`config.mk`:
```
export PLATFORM = sky130hd
export DESIGN_NAME = classifier_stream_sequencer
export DESIGN_NICKNAME = d
export VERILOG_FILES = /design/src/rtl/classifier_stream_sequencer.sv
export SDC_FILE = /design/constraint.sdc
export NUM_CORES = 1
export LEC_CHECK = 0
export ABC_CLOCK_PERIOD_IN_PS = 2200
export CORE_ASPECT_RATIO = 0.75
export CORE_MARGIN = 4
export CORE_UTILIZATION = 40
export CTS_CLUSTER_SIZE = 20
export DETAILED_ROUTE_END_ITERATION = 10
export PLACE_DENSITY = 0.85
export SLEW_MARGIN = 20
export SYNTH_ARGS = -nofsm -noshare
export SYNTH_HDL_FRONTEND = slang
export SYNTH_SLANG_ARGS = --single-unit
```
`constraint.sdc`:
```
create_clock -name clk -period 2.2 [get_ports clk]
set_input_delay 0.22 -clock clk [delete_from_list [all_inputs] [get_ports clk]]
set_output_delay 0.22 -clock clk [all_outputs]
set_load 0.02 [all_outputs]
```
`src/rtl/classifier_stream_sequencer.sv`:
```
// Frame sequencer: streams features and per-class weights to the MAC/argmax, then latches the winner.
// Addresses lead the MAC strobes by one cycle; start is ignored while busy, there is no backpressure.
module classifier_stream_sequencer #(
   parameter int N_FEAT     = 4,
   parameter int N_CLASS    = 3,
   parameter int CLASS_BITS = 3,
   parameter int FA_BITS    = 2,
   parameter int WA_BITS    = 4
) (
   input  logic                  clk,
   input  logic                  rst_n,
   input  logic                  start,
   output logic                  busy,
   output logic                  done,
   output logic [FA_BITS-1:0]    feat_addr,
   input  logic [3:0]            feat_rdata,
   output logic [WA_BITS-1:0]    w_addr,
   input  logic [7:0]            w_rdata,
   output logic [3:0]            x_int4,
   output logic [7:0]            w_int8,
   output logic                  new_feat,
   output logic                  new_class,
   output logic [CLASS_BITS-1:0] class_id,
   output logic                  frame_start,
   input  logic [CLASS_BITS-1:0] max_class,
   output logic [CLASS_BITS-1:0] result_class
);

   localparam logic [2:0] S_IDLE  = 3'd0;
   localparam logic [2:0] S_ISSUE = 3'd1;
   localparam logic [2:0] S_GAP   = 3'd2;
   localparam logic [2:0] S_DRAIN = 3'd3;
   localparam logic [2:0] S_FIN   = 3'd4;

   logic [2:0]            state;
   logic [CLASS_BITS-1:0] cls;
   logic                  last_feat;
   logic                  last_class;

   assign last_feat  = (feat_addr == FA_BITS'(N_FEAT - 1));
   assign last_class = (cls == CLASS_BITS'(N_CLASS - 1));

   always_ff @(posedge clk or negedge rst_n) begin
      if (!rst_n) begin
         state        <= S_IDLE;
         cls          <= '0;
         busy         <= 1'b0;
         done         <= 1'b0;
         feat_addr    <= '0;
         w_addr       <= '0;
         new_feat     <= 1'b0;
         new_class    <= 1'b0;
         frame_start  <= 1'b0;
         class_id     <= '0;
         result_class <= '0;
      end else begin
         // Output stage trails the address stage by exactly one cycle.
         done        <= 1'b0;
         new_feat    <= (state == S_ISSUE);
         new_class   <= (state == S_GAP);
         frame_start <= (state == S_ISSUE) && (cls == '0) && (feat_addr == '0);
         if (state == S_ISSUE || state == S_GAP) begin
            class_id <= cls;
         end

         case (state)
            S_IDLE: begin
               if (start) begin
                  state     <= S_ISSUE;
                  busy      <= 1'b1;
                  cls       <= '0;
                  feat_addr <= '0;
                  w_addr    <= '0;
               end
            end
            S_ISSUE: begin
               if (last_feat) begin
                  state <= S_GAP;
               end else begin
                  feat_addr <= feat_addr + FA_BITS'(1);
                  w_addr    <= w_addr + WA_BITS'(1);
               end
            end
            S_GAP: begin
               if (last_class) begin
                  state <= S_DRAIN;
               end else begin
                  // Weight rows are contiguous, so the next class starts one past the last address.
                  state     <= S_ISSUE;
                  cls       <= cls + CLASS_BITS'(1);
                  feat_addr <= '0;
                  w_addr    <= w_addr + WA_BITS'(1);
               end
            end
            S_DRAIN: begin
               state <= S_FIN;
            end
            S_FIN: begin
               state        <= S_IDLE;
               result_class <= max_class;
               done         <= 1'b1;
               busy         <= 1'b0;
            end
            default: begin
               state <= S_IDLE;
            end
         endcase
      end
   end

   assign x_int4 = new_feat ? feat_rdata : 4'd0;
   assign w_int8 = new_feat ? w_rdata    : 8'd0;

endmodule

```
### Word-level counts from Yosys, hierarchy flattened

Index checks and enable logic that the tools add are counted.

* bits in registers: 23
* output and inout port bits: 29
* input port bits: 18

* muxes and demuxes: 20
* equality and inequality tests: 10
* reduce and logical (&&, ||, !) cells: 13
* add/sub/neg operators: 3

Operators with widths (number)
* $mux W4: 4
* $mux W3: 4
* $pmux W3 S4: 1
* $pmux W4 S3: 1
* $eq A3 B2 Y1 const B: 3
* $mux W2: 4
* $mux W8: 1
* $ne A2 B2 Y1 const B: 4
* $logic_not A3 Y1: 2
* $pmux W2 S3: 1
* $pmux W3 S2: 1
* $add A4 B1 Y4 const B: 1
* $reduce_and A2 Y1: 2
* $reduce_and A4 Y1: 1
* $reduce_bool A2 Y1: 2
* $add A3 B1 Y3 const B: 1
* $eq A3 B1 Y1 const B: 1
* $eq A3 B3 Y1 const B: 1
* $reduce_and A3 Y1: 1
* $reduce_bool A3 Y1: 1
* $add A2 B1 Y2 const B: 1
* $eq A2 B2 Y1 const B: 1
* $logic_and A1 B1 Y1: 2
* $logic_not A2 Y1: 1
* 3 further kinds: 4

### Longest topological paths before layout

* depth in word-level cells: 3
* depth in mapped cells: 6
* gate-level depth less buffers: 6

### Worst setup path after synthesis

OpenSTA, ideal clock, no wires.

* path kind: flip-flop to flip-flop
* start point: register feat_addr[0]
* end point: register w_addr[2]
* buffers on the path: 0
* path slack: 0.420 ns
* stages on the path, launching flop included: 5
* data arrival time: 1.658 ns
* cells stage by stage: dfrtp_1 ha_1 or4b_4 a221o_1 o2bb2ai_1

* longest elaborated chain between the ends: 3

Ends and longest elaborated chain
* start: declaration: line 15 `output logic [FA_BITS-1:0] feat_addr,`
* start signal: assignment: line 80 `feat_addr <= feat_addr + FA_BITS'(1);`
* $eq A2 B2 Y1: line 40 `assign last_feat = (feat_addr == FA_BITS'(N_FEAT - 1));`
* $ne A2 B2 Y1 (no source line)
* $reduce_and A4 Y1 (no source line)
* end signal: assignment: line 81 `w_addr <= w_addr + WA_BITS'(1);`
* end signal: assignment: line 92 `w_addr <= w_addr + WA_BITS'(1);`
* end: declaration: line 17 `output logic [WA_BITS-1:0] w_addr,`

No other way between the ends.
A chain may end at the register's enable or synchronous reset.

### Worst setup path after layout

* start point: register cls[0]
* end point: register feat_addr[0]

* longest elaborated chain between the ends: 3

Ends and longest elaborated chain
* start: declaration: line 36 `logic [CLASS_BITS-1:0] cls;`
* start signal: assignment: line 90 `cls <= cls + CLASS_BITS'(1);`
* $eq A3 B2 Y1: line 41 `assign last_class = (cls == CLASS_BITS'(N_CLASS - 1));`
* $ne A2 B2 Y1 (no source line)
* $reduce_and A4 Y1 (no source line)

No other way between the ends.

==> run summary <==
outcome: complete, no violations
crit path max fanout: 4
Setup Viol. Count Final: 0
worst skew pair latency: 260 ps
nets: 182
crit path launch type: flop
count leader, synth: dfrtp_1
Post-Route Setup TNS: 0 ps
routed vias/inst: 5.03
met2 Track Usage GR: 27.7%
number of detailed-route iterations in the first pass: 4
Sw Share: 41.0%
Post-synth ARST share: 100%
first-pass GRT wire length: 4.55 mm
critical path start-end classification: flop to flop
sequential fraction of the synthesis area: 49.7%
number of I/O pins: 47
PostCTS Resize Cnt: 0
fillers: 217
grt ovf: 0
most used routing layer: met2
Synth top area share: 49.7%
floorplan row count: 16
period utilization: 83.2%
Final Total Pwr: 0.00211 W
Yosys Warn Count: 0
starting DRC count in detailed routing: 6
met1 Use GR: 18.7%
H-Tree Depth: 1
Comb pwr share: 54.7%
synthesis-to-layout area growth: 46.6%
gpl congestion: 0.958
Clock Power Share: 12.0%
Routed WL per cell: 13.9 um
hold buffers post-CTS: 0
sequential share of power: 33.3%
DIE AREA: 0.00383 mm^2
CP Launch Point: cls[0]$_DFFE_PN0P_
Critical R2R Launch: cls[0]$_DFFE_PN0P_
post-layout minimum cycle time: 1830 ps
total wire length: 2.68 mm
Post-Syn Area per Cell: 10.5 um^2
die width: 70.1 um
total of max-cap violations: 0
Antenna Nets Post-Route: 0
RSZ-0062 raised after global routing: false
area leader, netlist: dfrtp_1
CTS tree: yes
CTS Sinks: 23
Placed Area: 0.00165 mm^2
Sw Pwr: 0.000864 W
area of the multi-input gates: 520 um^2
largest net degree at the start of global routing: 24
GRT Overall Usage: 15.7%
postcts setup bufs: 0
Clock Skew: 2.65 ps
vias in the first global route: 959
placed insts: 189
clock buffer depth: 2
initial antenna violation count: 0
DRC violations left: 0
synth cell count leaders: 23 x dfrtp_1, 13 x and2_1, 9 x inv_1, 7 x nor2_1, 7 x o21ai_0
via count: 971
Die Height: 54.6 um
Place WS: 420 ps
synthesized instance count: 110
fmax: 0.546 GHz
met3 track utilization from global routing: 4.40%
nature of the critical path endpoint: flop
HPWL Detailed: 2.18 mm
P_leak: 0.727 nW
total CTS buffers: 3
port bufs: 46
Req. time, crit path: 2380 ps
top post-synthesis cells by area: dfrtp_1 50%, and2_1 7.0%, ha_1 6.5%
number of flops mapped to enable cells by yosys: 0
Core Area: 0.00268 mm^2
layout cells sized above 1: 9.55%
Reg clk slew, reported paths: 80 ps
Slew Limit Fails: 0
Cell Area, Synth: 0.00116 mm^2
Worst VDD drop: 0.000680 V
Power Internal: 0.00124 W
syn_nets: 134
Hold WC Path Type: input port to async pin
Ant. Diodes: 0
max_slew headroom: 54.7%
flops & latches, synth: 23
Storage cell area: 576 um^2
Root Buffer: clkbuf_8
initial core utilization: 43.1%
post-route insts no fill: 193
Cell Pwr Density: 1240 mW/mm^2
Worst Tran Pin Value: 673 ps
main flop type after synthesis: dfrtp_1
Arr. time, crit path: 2010 ps
Finished Cell Area: 0.00170 mm^2
distinct cell type count after synthesis: 31
Hold Violations, Final: 0
Final Worst Setup Slack: 369 ps
==> layout by cell type, fill, tap and decap left out <==
| cell | count |
|---|---|
| a22oi_1 | 1 |
| a221o_1 | 1 |
| nor3_1 | 3 |
| nor2_1 | 7 |
| nor2b_1 | 1 |
| a22o_1 | 1 |
| o31ai_2 | 1 |
| nand3_1 | 3 |
| or4b_4 | 1 |
| clkbuf_8 | 3 |
| and4_1 | 1 |
| nor3b_1 | 2 |
| o21ai_0 | 7 |
| a21oi_1 | 2 |
| a221oi_1 | 1 |
| nand2_1 | 4 |
| nand3b_1 | 1 |
| inv_1 | 9 |
| and2_1 | 13 |
| mux2_2 | 6 |
| ha_1 | 6 |
| dfrtp_1 | 23 |
| nand4_1 | 1 |
| mux2i_1 | 2 |
| a21oi_2 | 1 |
| o2bb2ai_1 | 1 |
| a31oi_1 | 1 |
| clkinv_2 | 1 |
| clkdlybuf4s50_1 | 46 |
| nand2b_1 | 4 |
| buf_4 | 2 |
| o22ai_1 | 1 |
==> worst max-delay path, cell delays in order (launching register included) <==
cell     delay, ps
dfrtp_1        430
inv_1          130
ha_1           170
nor2b_1        160
nor3b_1        440
a21oi_1        190
o21ai_0        220
==> cell families (layout without fill, tap and decap cells) <==
family	Yosys count	after routing	synth area share (%)
and+or+nand+nor	41	41	20.3
DFF	23	23	49.7
AOI/OAI and AO/OA	18	18	10.6
buffers and inverters	14	61	5.30
muxes	8	8	7.57
adders and majority gates	6	6	6.49
==> area by class of cell <==
cell class	instances	area share, %
clock buffers	3	2.43
well taps	36	2.65
inverters	9	1.99
repair buffers	48	28.0
clock inverters	1	0.295
flip-flops and latches	23	33.9
multi-input cells	73	30.7
==> stage by stage <==
stage / hold slack (ps) / util [%]
finish: 298 / 63.2
detailed placement: 483 / 61.5
global route: 310 / 63.2
CTS: 305 / 63.2
floorplan: -75.6 / -
global placement: 485 / 61.5
==> power groups by stage <==
stage               clock [W]  combinational (W)  sequential (W)
finish               0.000253            0.00115        0.000701
global route         0.000292            0.00125        0.000728
CTS                  0.000265            0.00116        0.000702
detailed placement          0            0.00115        0.000711
global placement            0            0.00113        0.000692
floorplan                   0           0.000626        0.000756
==> metal layers <==
metal	routed length, um	up-vias
met5	0	-
met4	33	0
met3	229	4
met2	1220	51
met1	1190	448
li1	-	468
==> registers in the layout (all words and copies together) (netlist names) <==
| signal | count |
|---|---|
| w_addr | 4 |
| class_id | 3 |
| cls | 3 |
| result_class | 3 |
| state | 3 |
| feat_addr | 2 |
| busy | 1 |
| done | 1 |
| frame_start | 1 |
| new_class | 1 |
| new_feat | 1 |
==> path summary, 6_finish.rpt <==
check | to | slack [ps] | cells past startpoint
worst min register to register | busy$_DFFE_PN0P_ | 500 | 2
min in group clk | busy$_DFFE_PN0P_ | 500 | 2
worst max-delay path | feat_addr[0]$_DFFE_PN0P_ | 370 | 6
worst max register to register | feat_addr[0]$_DFFE_PN0P_ | 370 | 6
worst min-delay path | result_class[1]$_DFFE_PN0P_ | 300 | 2
max in group asynchronous | cls[1]$_DFFE_PN0P_ | 1670 | 2
No activity file was read; power rests on OpenSTA's default activity.
